[config.mk]
export PLATFORM = sky130hd
export DESIGN_NAME = pcs_link_ctrl
export DESIGN_NICKNAME = d
export VERILOG_FILES = /design/src/rtl/pcs_pkg.sv /design/src/rtl/ber_monitor.sv /design/src/rtl/pcs_link_ctrl.sv
export SDC_FILE = /design/constraint.sdc
export NUM_CORES = 1
export LEC_CHECK = 0
export BUFFER_PORTS_ARGS = -buffer_cell sky130_fd_sc_hd__buf_2
export CORE_MARGIN = 2
export CORE_UTILIZATION = 59
export CTS_CLUSTER_SIZE = 24
export DETAILED_ROUTE_END_ITERATION = 7
export PLACE_DENSITY_LB_ADDON = 0.08
export SLEW_MARGIN = 30
export SYNTH_ARGS = -nofsm -noshare
export SYNTH_HDL_FRONTEND = slang
export SYNTH_SLANG_ARGS = --single-unit
[constraint.sdc]
create_clock -name i_clk -period 2.4 [get_ports i_clk]
set_input_delay 0.12 -clock i_clk [delete_from_list [all_inputs] [get_ports i_clk]]
set_output_delay 0.12 -clock i_clk [all_outputs]
set_load 0.005 [all_outputs]
[src/rtl/pcs_pkg.sv]
`default_nettype none
// ============================================================================
//  Module   : pcs_pkg
//  Purpose  : Shared types and constants for the PCS link controller slice.
//             Holds the link state encoding, the valid sync header codes,
//             a header classifier and a counter width helper.
//  Revision : 1.0 - initial release
// ============================================================================
package pcs_pkg;

  typedef enum logic [1:0] {
    IDLE      = 2'd0,
    RESET     = 2'd1,
    WAIT_LOCK = 2'd2,
    LINK_UP   = 2'd3
  } link_state_t;

  localparam logic [1:0] SYNC_DATA = 2'b01;
  localparam logic [1:0] SYNC_CTRL = 2'b10;

  // 2'b00 and 2'b11 can never be produced by a healthy 64b/66b link.
  function automatic logic is_bad_header(input logic [1:0] hdr);
    return (hdr != SYNC_DATA) && (hdr != SYNC_CTRL);
  endfunction

  // Width of a counter holding 0..n-1; kept at least 1 bit wide so a
  // parameter of 1 still yields a legal vector.
  function automatic int cnt_width(input int n);
    return (n > 1) ? $clog2(n) : 1;
  endfunction

endpackage
`default_nettype wire

[src/rtl/ber_monitor.sv]
`default_nettype none
// ============================================================================
//  Module   : ber_monitor
//  Purpose  : Counts qualified sync headers in fixed windows of BER_WINDOW
//             headers and raises o_hi_ber once BER_THRESH bad headers have
//             been seen inside one window.
//  Ports    : i_clk      - clock
//             i_reset_n  - asynchronous active-low reset
//             i_clear    - synchronous clear of counters and flag
//             i_header   - received sync header
//             i_valid    - i_header is to be counted this cycle
//             o_hi_ber   - high bit-error-rate flag (registered)
//  Revision : 1.0 - initial release
// ============================================================================
module ber_monitor
  import pcs_pkg::*;
#(
  parameter int BER_WINDOW = 3125,
  parameter int BER_THRESH = 16
) (
  input  logic       i_clk,
  input  logic       i_reset_n,
  input  logic       i_clear,
  input  logic [1:0] i_header,
  input  logic       i_valid,
  output logic       o_hi_ber
);

  localparam int HDR_W = cnt_width(BER_WINDOW);
  localparam int BAD_W = cnt_width(BER_THRESH + 1);

  localparam logic [HDR_W-1:0] c_hdr_last = HDR_W'(BER_WINDOW - 1);
  localparam logic [BAD_W-1:0] c_bad_max  = BAD_W'(BER_THRESH);

  logic [HDR_W-1:0] r_hdr_cnt;
  logic [BAD_W-1:0] r_bad_cnt;
  logic             r_hi_ber;

  logic             w_bad;
  logic [BAD_W-1:0] w_bad_next;
  logic             w_win_end;
  logic             w_thresh_hit;

  // w_bad_next is the bad count including the current header, so the
  // header that closes a window is judged together with that window.
  always_comb begin
    w_bad      = is_bad_header(i_header);
    w_bad_next = r_bad_cnt;
    if (w_bad && (r_bad_cnt != c_bad_max)) begin
      w_bad_next = r_bad_cnt + BAD_W'(1);
    end
    w_win_end    = (r_hdr_cnt == c_hdr_last);
    w_thresh_hit = (w_bad_next == c_bad_max);
  end

  always_ff @(posedge i_clk or negedge i_reset_n) begin
    if (!i_reset_n) begin
      r_hdr_cnt <= '0;
      r_bad_cnt <= '0;
      r_hi_ber  <= 1'b0;
    end else if (i_clear) begin
      r_hdr_cnt <= '0;
      r_bad_cnt <= '0;
      r_hi_ber  <= 1'b0;
    end else if (i_valid) begin
      if (w_win_end) begin
        // Window closes: flag follows this window's verdict, counters restart.
        r_hdr_cnt <= '0;
        r_bad_cnt <= '0;
        r_hi_ber  <= w_thresh_hit;
      end else begin
        r_hdr_cnt <= r_hdr_cnt + HDR_W'(1);
        r_bad_cnt <= w_bad_next;
        if (w_thresh_hit) begin
          r_hi_ber <= 1'b1;
        end
      end
    end
  end

  assign o_hi_ber = r_hi_ber;

endmodule
`default_nettype wire

[src/rtl/pcs_link_ctrl.sv]
`default_nettype none
// ============================================================================
//  Module   : pcs_link_ctrl
//  Purpose  : PCS link bring-up controller. Holds the PCS in reset until the
//             transceiver is ready, waits for block lock with a timeout,
//             retries on lock loss / high BER / restart requests and counts
//             retries. All outputs are registered.
//  Ports    : i_clk          - PCS rx clock
//             i_reset_n      - asynchronous active-low reset; deassertion is
//                              expected to be synchronous to i_clk
//             i_xver_ready   - transceiver reset done / CDR locked
//             i_restart      - single-cycle request for a new reset attempt
//             i_block_lock   - block lock from the lock state machine
//             i_rx_header    - received sync header
//             i_rx_valid     - i_rx_header qualifier
//             o_pcs_reset    - active-high reset to PCS tx/rx
//             o_link_up      - link operational
//             o_hi_ber       - high bit-error-rate flag
//             o_retry_count  - reset attempts after the first, saturating
//  Revision : 1.0 - initial release
// ============================================================================
module pcs_link_ctrl
  import pcs_pkg::*;
#(
  parameter int RESET_CYCLES = 16,
  parameter int LOCK_TIMEOUT = 65535,
  parameter int BER_WINDOW   = 3125,
  parameter int BER_THRESH   = 16
) (
  input  logic       i_clk,
  input  logic       i_reset_n,
  input  logic       i_xver_ready,
  input  logic       i_restart,
  input  logic       i_block_lock,
  input  logic [1:0] i_rx_header,
  input  logic       i_rx_valid,
  output logic       o_pcs_reset,
  output logic       o_link_up,
  output logic       o_hi_ber,
  output logic [7:0] o_retry_count
);

  localparam int RST_W  = cnt_width(RESET_CYCLES);
  localparam int LOCK_W = cnt_width(LOCK_TIMEOUT);

  localparam logic [RST_W-1:0]  c_rst_last  = RST_W'(RESET_CYCLES - 1);
  localparam logic [LOCK_W-1:0] c_lock_last = LOCK_W'(LOCK_TIMEOUT - 1);
  localparam logic [7:0]        c_retry_max = 8'hFF;

  link_state_t       r_state;
  link_state_t       w_state_next;
  logic              w_retry_inc;

  logic [RST_W-1:0]  r_rst_cnt;
  logic [LOCK_W-1:0] r_lock_cnt;
  logic              r_pcs_reset;
  logic              r_link_up;
  logic [7:0]        r_retry_cnt;

  logic              w_ber_clear;
  logic              w_hdr_valid;
  logic              w_hi_ber;

  // --------------------------------------------------------------------------
  // Next-state logic. Loss of transceiver readiness wins over everything and
  // is not a retry; every other entry into RESET from WAIT_LOCK or LINK_UP is.
  // --------------------------------------------------------------------------
  always_comb begin
    w_state_next = r_state;
    w_retry_inc  = 1'b0;
    if (!i_xver_ready) begin
      w_state_next = IDLE;
    end else begin
      case (r_state)
        IDLE: begin
          w_state_next = RESET;
        end
        RESET: begin
          // i_restart deliberately ignored: the reset pulse runs to completion.
          if (r_rst_cnt == c_rst_last) begin
            w_state_next = WAIT_LOCK;
          end
        end
        WAIT_LOCK: begin
          if (i_restart) begin
            w_state_next = RESET;
            w_retry_inc  = 1'b1;
          end else if (i_block_lock) begin
            w_state_next = LINK_UP;
          end else if (r_lock_cnt == c_lock_last) begin
            w_state_next = RESET;
            w_retry_inc  = 1'b1;
          end
        end
        LINK_UP: begin
          if (i_restart || !i_block_lock || w_hi_ber) begin
            w_state_next = RESET;
            w_retry_inc  = 1'b1;
          end
        end
        default: begin
          w_state_next = IDLE;
        end
      endcase
    end
  end

  always_ff @(posedge i_clk or negedge i_reset_n) begin
    if (!i_reset_n) begin
      r_state <= IDLE;
    end else begin
      r_state <= w_state_next;
    end
  end

  // --------------------------------------------------------------------------
  // Dwell counters restart on every state entry. Outputs are decoded from the
  // next state so they line up with the state register.
  // --------------------------------------------------------------------------
  always_ff @(posedge i_clk or negedge i_reset_n) begin
    if (!i_reset_n) begin
      r_rst_cnt   <= '0;
      r_lock_cnt  <= '0;
      r_pcs_reset <= 1'b1;
      r_link_up   <= 1'b0;
      r_retry_cnt <= '0;
    end else begin
      if ((r_state == RESET) && (w_state_next == RESET)) begin
        r_rst_cnt <= r_rst_cnt + RST_W'(1);
      end else begin
        r_rst_cnt <= '0;
      end

      if ((r_state == WAIT_LOCK) && (w_state_next == WAIT_LOCK)) begin
        r_lock_cnt <= r_lock_cnt + LOCK_W'(1);
      end else begin
        r_lock_cnt <= '0;
      end

      r_pcs_reset <= (w_state_next == IDLE) || (w_state_next == RESET);
      r_link_up   <= (w_state_next == LINK_UP);

      if (w_retry_inc && (r_retry_cnt != c_retry_max)) begin
        r_retry_cnt <= r_retry_cnt + 8'd1;
      end
    end
  end

  // --------------------------------------------------------------------------
  // BER monitor: only headers seen while locked and out of reset count; any
  // lock loss or reset phase discards the partial window.
  // --------------------------------------------------------------------------
  assign w_ber_clear = !i_block_lock || (r_state == IDLE) || (r_state == RESET);
  assign w_hdr_valid = i_rx_valid && i_block_lock && !r_pcs_reset;

  ber_monitor #(
    .BER_WINDOW (BER_WINDOW),
    .BER_THRESH (BER_THRESH)
  ) u_ber_monitor (
    .i_clk     (i_clk),
    .i_reset_n (i_reset_n),
    .i_clear   (w_ber_clear),
    .i_header  (i_rx_header),
    .i_valid   (w_hdr_valid),
    .o_hi_ber  (w_hi_ber)
  );

  assign o_pcs_reset   = r_pcs_reset;
  assign o_link_up     = r_link_up;
  assign o_hi_ber      = w_hi_ber;
  assign o_retry_count = r_retry_cnt;

endmodule
`default_nettype wire

# --- Yosys cells after proc, flatten, opt, wreduce, memory -nomap -nowiden ---
# Index checks and enable logic that the tools add are counted.
word_totals:
  elab_cells: 73
  regBits: 50
  in_bits: 8
classes:
  reduce_logical: 19
  add_sub_neg: 5
  n_eq_ne: 14
  mux: 26
ops:
  columns: ["operator", "count"]
  rows:
  - ["12-bit two-way mux", 3]
  - ["5-bit two-way mux", 4]
  - ["16-bit by 1-bit adder with 16-bit output, second input constant", 1]
  - ["16-bit equality test, second input constant", 1]
  - ["16-bit two-way mux", 1]
  - ["12-bit by 1-bit adder with 12-bit output, second input constant", 1]
  - ["12-bit equality test, second input constant", 1]
  - ["2-bit two-way mux", 6]
  - ["1-bit two-way mux", 9]
  - ["8-bit by 1-bit adder with 8-bit output, second input constant", 1]
  - ["2-bit equality test, second input constant", 4]
  - ["8-bit != test, second input constant", 1]
  - ["2-bit one-hot mux with 4 select lines", 1]
  - ["1-bit logical AND", 7]
  - ["5-bit by 1-bit adder with 5-bit output, second input constant", 1]
  - ["5-bit equality test, second input constant", 1]
  - ["1-bit logical OR", 5]
  - ["5-bit != test, second input constant", 1]
  - ["4-bit by 1-bit adder with 4-bit output, second input constant", 1]
  - ["2-bit by 1-bit equality test with 1-bit output, second input constant", 2]
  - ["4-bit equality test, second input constant", 1]
  - ["2-bit zero test", 2]
  - ["4-bit two-way mux", 1]
  - ["3-bit nonzero test", 1]
  - ["6 further kinds", 7]

# --- Depth between registers and ports, before layout ---
depth:
  word_depth: 9
  ltp_mapped: 8
  depth_no_buf: 7

# --- Hierarchy ---
# Synthesis repeated with hierarchy kept, for this count alone.
hier_totals:
  hier_cells: 266
  hier_area_um2: 2736.4
modules_own_cells:
  columns: ["module", "area_each_um2", "seq_area_each_um2", "cells_per_inst", "n_inst"]
  rows:
  - ["pcs_link_ctrl", 1655.3, 802.0, 154, 1]
  - ["ber_monitor", 1081.0, 450.4, 112, 1]

# --- Worst setup path before layout ---
# OpenSTA, ideal clock, no wires.
synth_timing:
  path_kind: "flip-flop to flip-flop"
  from: "register r_lock_cnt[0]"
  to: "register r_retry_cnt[1] (netlist: o_retry_count[1])"
  path_buffers: 1
  arrival_ns: 1.878
  stages_incl_launch_ff: 8
  period_less_slack_ns: 2.003
  path_slack_ns: 0.397
  path_cell_list: "dfrtp_1 -> inv_1 -> ha_1 -> nand4_1 -> or4_4 -> a211o_1 -> buf_6 -> mux2_4"
synth_via:
  elab_chain_cells: 7
synth_rtl:
  columns: ["element", "line_no", "source"]
  rows:
  - ["from (decl)", "pcs_link_ctrl.sv:55", "logic [LOCK_W-1:0] r_lock_cnt;"]
  - ["from (signal assigned)", "pcs_link_ctrl.sv:135", "r_lock_cnt <= r_lock_cnt + LOCK_W'(1);"]
  - ["16-bit equality test", "pcs_link_ctrl.sv:90", "end else if (r_lock_cnt == c_lock_last) begin"]
  - ["1-bit two-way mux", "pcs_link_ctrl.sv:90", null]
  - ["1-bit two-way mux", "pcs_link_ctrl.sv:88", "end else if (i_block_lock) begin"]
  - ["1-bit two-way mux", "pcs_link_ctrl.sv:85", "if (i_restart) begin"]
  - ["1-bit one-hot mux with 2 select lines", "pcs_link_ctrl.sv:74", "case (r_state)"]
  - ["1-bit two-way mux", "pcs_link_ctrl.sv:71", "if (!i_xver_ready) begin"]
  - ["1-bit logical AND", "pcs_link_ctrl.sv:143", "if (w_retry_inc && (r_retry_cnt != c_retry_max)) begin"]
  - ["to (signal assigned)", "pcs_link_ctrl.sv:144", "r_retry_cnt <= r_retry_cnt + 8'd1;"]
  - ["to (decl)", "pcs_link_ctrl.sv:58", "logic [7:0] r_retry_cnt;"]
# Every way passes these cells.
# A chain may end at the register's enable or synchronous reset.

# --- Worst setup path after layout ---
# Same ends and word-level chain as after synthesis.

==> flow_summary.json <==
{
  "result_of_the_run": "finished clean",
  "worst_pin_slew_ns": 0.4596,
  "cap_viol_max_count": 0,
  "antenna_found_initial": 0,
  "synthesized_netlist_net_count": 287,
  "post_cts_hold_buffers": 1,
  "cp.buffers_inverters": 1,
  "hold_crit_path_type": "in2reg",
  "hp-start": "i_xver_ready",
  "postCtsResizedCells": 0,
  "final.setup.tns_ns": 0,
  "yosys.cell_count.top_type": "sky130_fd_sc_hd__dfrtp_1",
  "drt-pass1-iter-count": 4,
  "critical_path.slowest_cell": "sky130_fd_sc_hd__or4_4",
  "start_util_pct": 60.26,
  "globalRouteTotalUtil_pct": 21.31,
  "critPathArrivalTime_ns": 2.34,
  "class_of_the_most_critical_setup_path": "reg2reg",
  "count_of_final_hold_check_violations": 0,
  "final_util_pct": 66.08,
  "setup_viol_count_final": 0,
  "finalInstanceArea_mm2": 0.002838,
  "detailedPlacementHpwl_mm": 3.406,
  "yosys_most_used_dff": "sky130_fd_sc_hd__dfrtp_1",
  "r2r_cells": 6,
  "cts.sinks": 50,
  "clock-root-buffer": "sky130_fd_sc_hd__clkbuf_8",
  "drt_iter0_drc": 77,
  "timing.hold.ws_ns": 0.09716,
  "cts_htree_levels": 2,
  "synth.avg_cell_area_um2": 9.548,
  "finalCriticalPeriod_ns": 2.137,
  "grt_setup_unrepaired": "false",
  "fillCellCount": 357,
  "critPathMaxStageDelay_ns": 0.51,
  "vias": 1935,
  "cts_inserted_buffers": 5,
  "power_density_mw_per_mm2": 491.9,
  "die_height_um": 70.23,
  "synth_sequential_area_ratio_pct": 48.40,
  "synth.yosys.warnings": 0,
  "io_buffer_count": 18,
  "final_estimated_routing_congestion_in_global_placement": 0.8378,
  "synth.ff_latch_count": 50,
  "cell_count_after_synthesis": 271,
  "crit_family": "simple AND/OR/NAND/NOR gates",
  "slew_violations": 0,
  "biggest_area_consumer_among_synthesized_cells": "sky130_fd_sc_hd__dfrtp_1",
  "ir_drop_mv": 0.2708,
  "asyncSetResetFlopFracSynth_pct": 100.0,
  "r2r_setup_slack_ns": 0.26,
  "crit-reg2reg-capture": "o_retry_count[1]",
  "fmax_mhz": 467.9,
  "antenna_left": 0,
  "layout.cells.non_filler": 347,
  "whs_endpoint": "r_state[0]",
  "area_growth_pct": 9.671,
  "num_antenna_cells": 0,
  "horizontal_die_dimension_um": 70.23,
  "grt-ovfl-total": 0,
  "reported_leakage_power_nw": 1.236,
  "io_pins": 19,
  "synthTopCellsByCount": "sky130_fd_sc_hd__dfrtp_1, sky130_fd_sc_hd__nor2_1, sky130_fd_sc_hd__nand2_1",
  "remaining_routing_drc_violations": 0,
  "clk_pin_slew_worst_paths_ns": 0.09,
  "total_die_area_mm2": 0.004932,
  "critical_path_cell_sequence": "inv_1 -> ha_1 -> nand4_1 -> or4_4 -> a211o_1 -> mux2_4",
  "pin_count_of_the_biggest_net_entering_global_routing": 19,
  "route.detailed.wl_per_inst_um": 13.60,
  "cts_post_setup_buffers_inserted": 0,
  "regToRegStartpoint": "r_lock_cnt[0]",
  "ys_types": 44,
  "worstSetupEndpointType": "flop",
  "post_route_cells_drive_above_1_share_pct": 12.88,
  "core-area_mm2": 0.004294,
  "count_of_flip_flops_with_a_built_in_enable_after_synthesis": 0,
  "grt_first_pass_wirelength_mm": 8.335,
  "synthesis.area_mm2": 0.002587,
  "clock_skew_ns": 0.006048,
  "synth.area.top_cells": "sky130_fd_sc_hd__dfrtp_1, sky130_fd_sc_hd__xnor2_1, sky130_fd_sc_hd__nor2_1, sky130_fd_sc_hd__nand2_1, sky130_fd_sc_hd__ha_1",
  "cp-start-kind": "flop",
  "vias_per_cell": 5.576,
  "max-slew-margin-rel_pct": 69.30,
  "cts_tree": "done",
  "placement_rows": 24,
  "layout_worst_path_cycle_share_pct": 89.06,
  "design.final.nets": 310,
  "clk_path_buf_depth": 2,
  "post-synth-top-area-fraction_pct": 47.39,
  "first_global_vias": 1818,
  "clk-insertion-delay-late_ns": 0.30,
  "postPlaceCellArea_mm2": 0.002738,
  "worstPathRequired_ns": 2.60,
  "path_max_fanout": 8,
  "dp_cells": 338,
  "holdPathStages": 3,
  "detail_route.wirelength_mm": 4.719
}
[worst max path at each step]
stage                        from                to  slack, ns  cells past startpoint
floorplan           r_lock_cnt[0]  o_retry_count[1]       0.40                      7
global placement    r_lock_cnt[0]  o_retry_count[1]       0.30                      6
detailed placement  r_lock_cnt[0]  o_retry_count[1]       0.26                      6
CTS                 r_lock_cnt[0]  o_retry_count[7]       0.25                      7
global route        r_lock_cnt[0]  o_retry_count[7]       0.12                      7
finish              r_lock_cnt[0]  o_retry_count[1]       0.26                      6
[routing by layer]
metal  wire length, um  global-route usage [%]  up-vias
li1                  -                       -      991
met1              2381                   30.64      912
met2              2123                   31.97       27
met3               140                   3.463        5
met4                74                   9.188        0
met5                 0                       0        -
[sequential cells by signal (all words and copies together) (netlist names)]
signal	cells
o_retry_count	8
o_pcs_reset	1
u_ber_monitor.o_hi_ber	1
o_link_up	1
r_lock_cnt	16
u_ber_monitor.r_bad_cnt	5
u_ber_monitor.r_hdr_cnt	12
r_state	2
r_rst_cnt	4
[cell type report]
| type | count | area [um2] | share of cell area (%) |
|---|---|---|---|
| repair buffers | 23 | 130.1 | 4.586 |
| clock buffers | 8 | 90.09 | 3.175 |
| well taps | 52 | 65.06 | 2.293 |
| flip-flops and latches | 50 | 1252 | 44.14 |
| multi-input cells | 201 | 1251 | 44.09 |
| inverters | 13 | 48.80 | 1.720 |
[cell families (layout without fill, tap and decap cells)]
logic type,count (synthesis),in the layout,share of synthesized area [%]
compound gates,44,44,10.69
xor+xnor,26,26,8.801
fa+ha+maj,8,8,3.869
buf+inv,20,44,3.240
flops,50,50,48.40
mux,2,2,1.015
simple gates,121,121,23.99
[metrics by stage]
stage / total power [mW] / setup slack (ns)
after global routing: 1.441 / 0.1183
final: 1.396 / 0.2626
after global placement: 0.9058 / 0.2951
after floorplan: 0.8765 / 0.3970
after detailed placement: 0.9062 / 0.2570
after CTS: 1.412 / 0.2468
[cell usage in the layout, fill, tap and decap left out, drive strengths merged, types with 7 or more instances in the layout]
| cell type | count |
|---|---|
| xor2 | 11 |
| clkbuf | 8 |
| nor3 | 12 |
| nand3 | 16 |
| nor2 | 34 |
| o21ai | 16 |
| nand2 | 28 |
| inv | 13 |
| a31oi | 10 |
| dfrtp | 49 |
| nand4 | 7 |
| xnor2 | 15 |
| ha | 8 |
| buf | 22 |
[report_power, final]
part | internal [mW] | switching, mW | total [mW]
clock | 0.236 | 0.270 | 0.506
sequential | 0.844 | 0.00181 | 0.846
combinational | 0.0129 | 0.0310 | 0.0439
[tightest hold or removal path, cell delays in order]
cell	delay [ns]
sky130_fd_sc_hd__buf_2	0.12
sky130_fd_sc_hd__nand2_1	0.08
sky130_fd_sc_hd__a21oi_1	0.04
No activity file was read; power rests on OpenSTA's default activity.
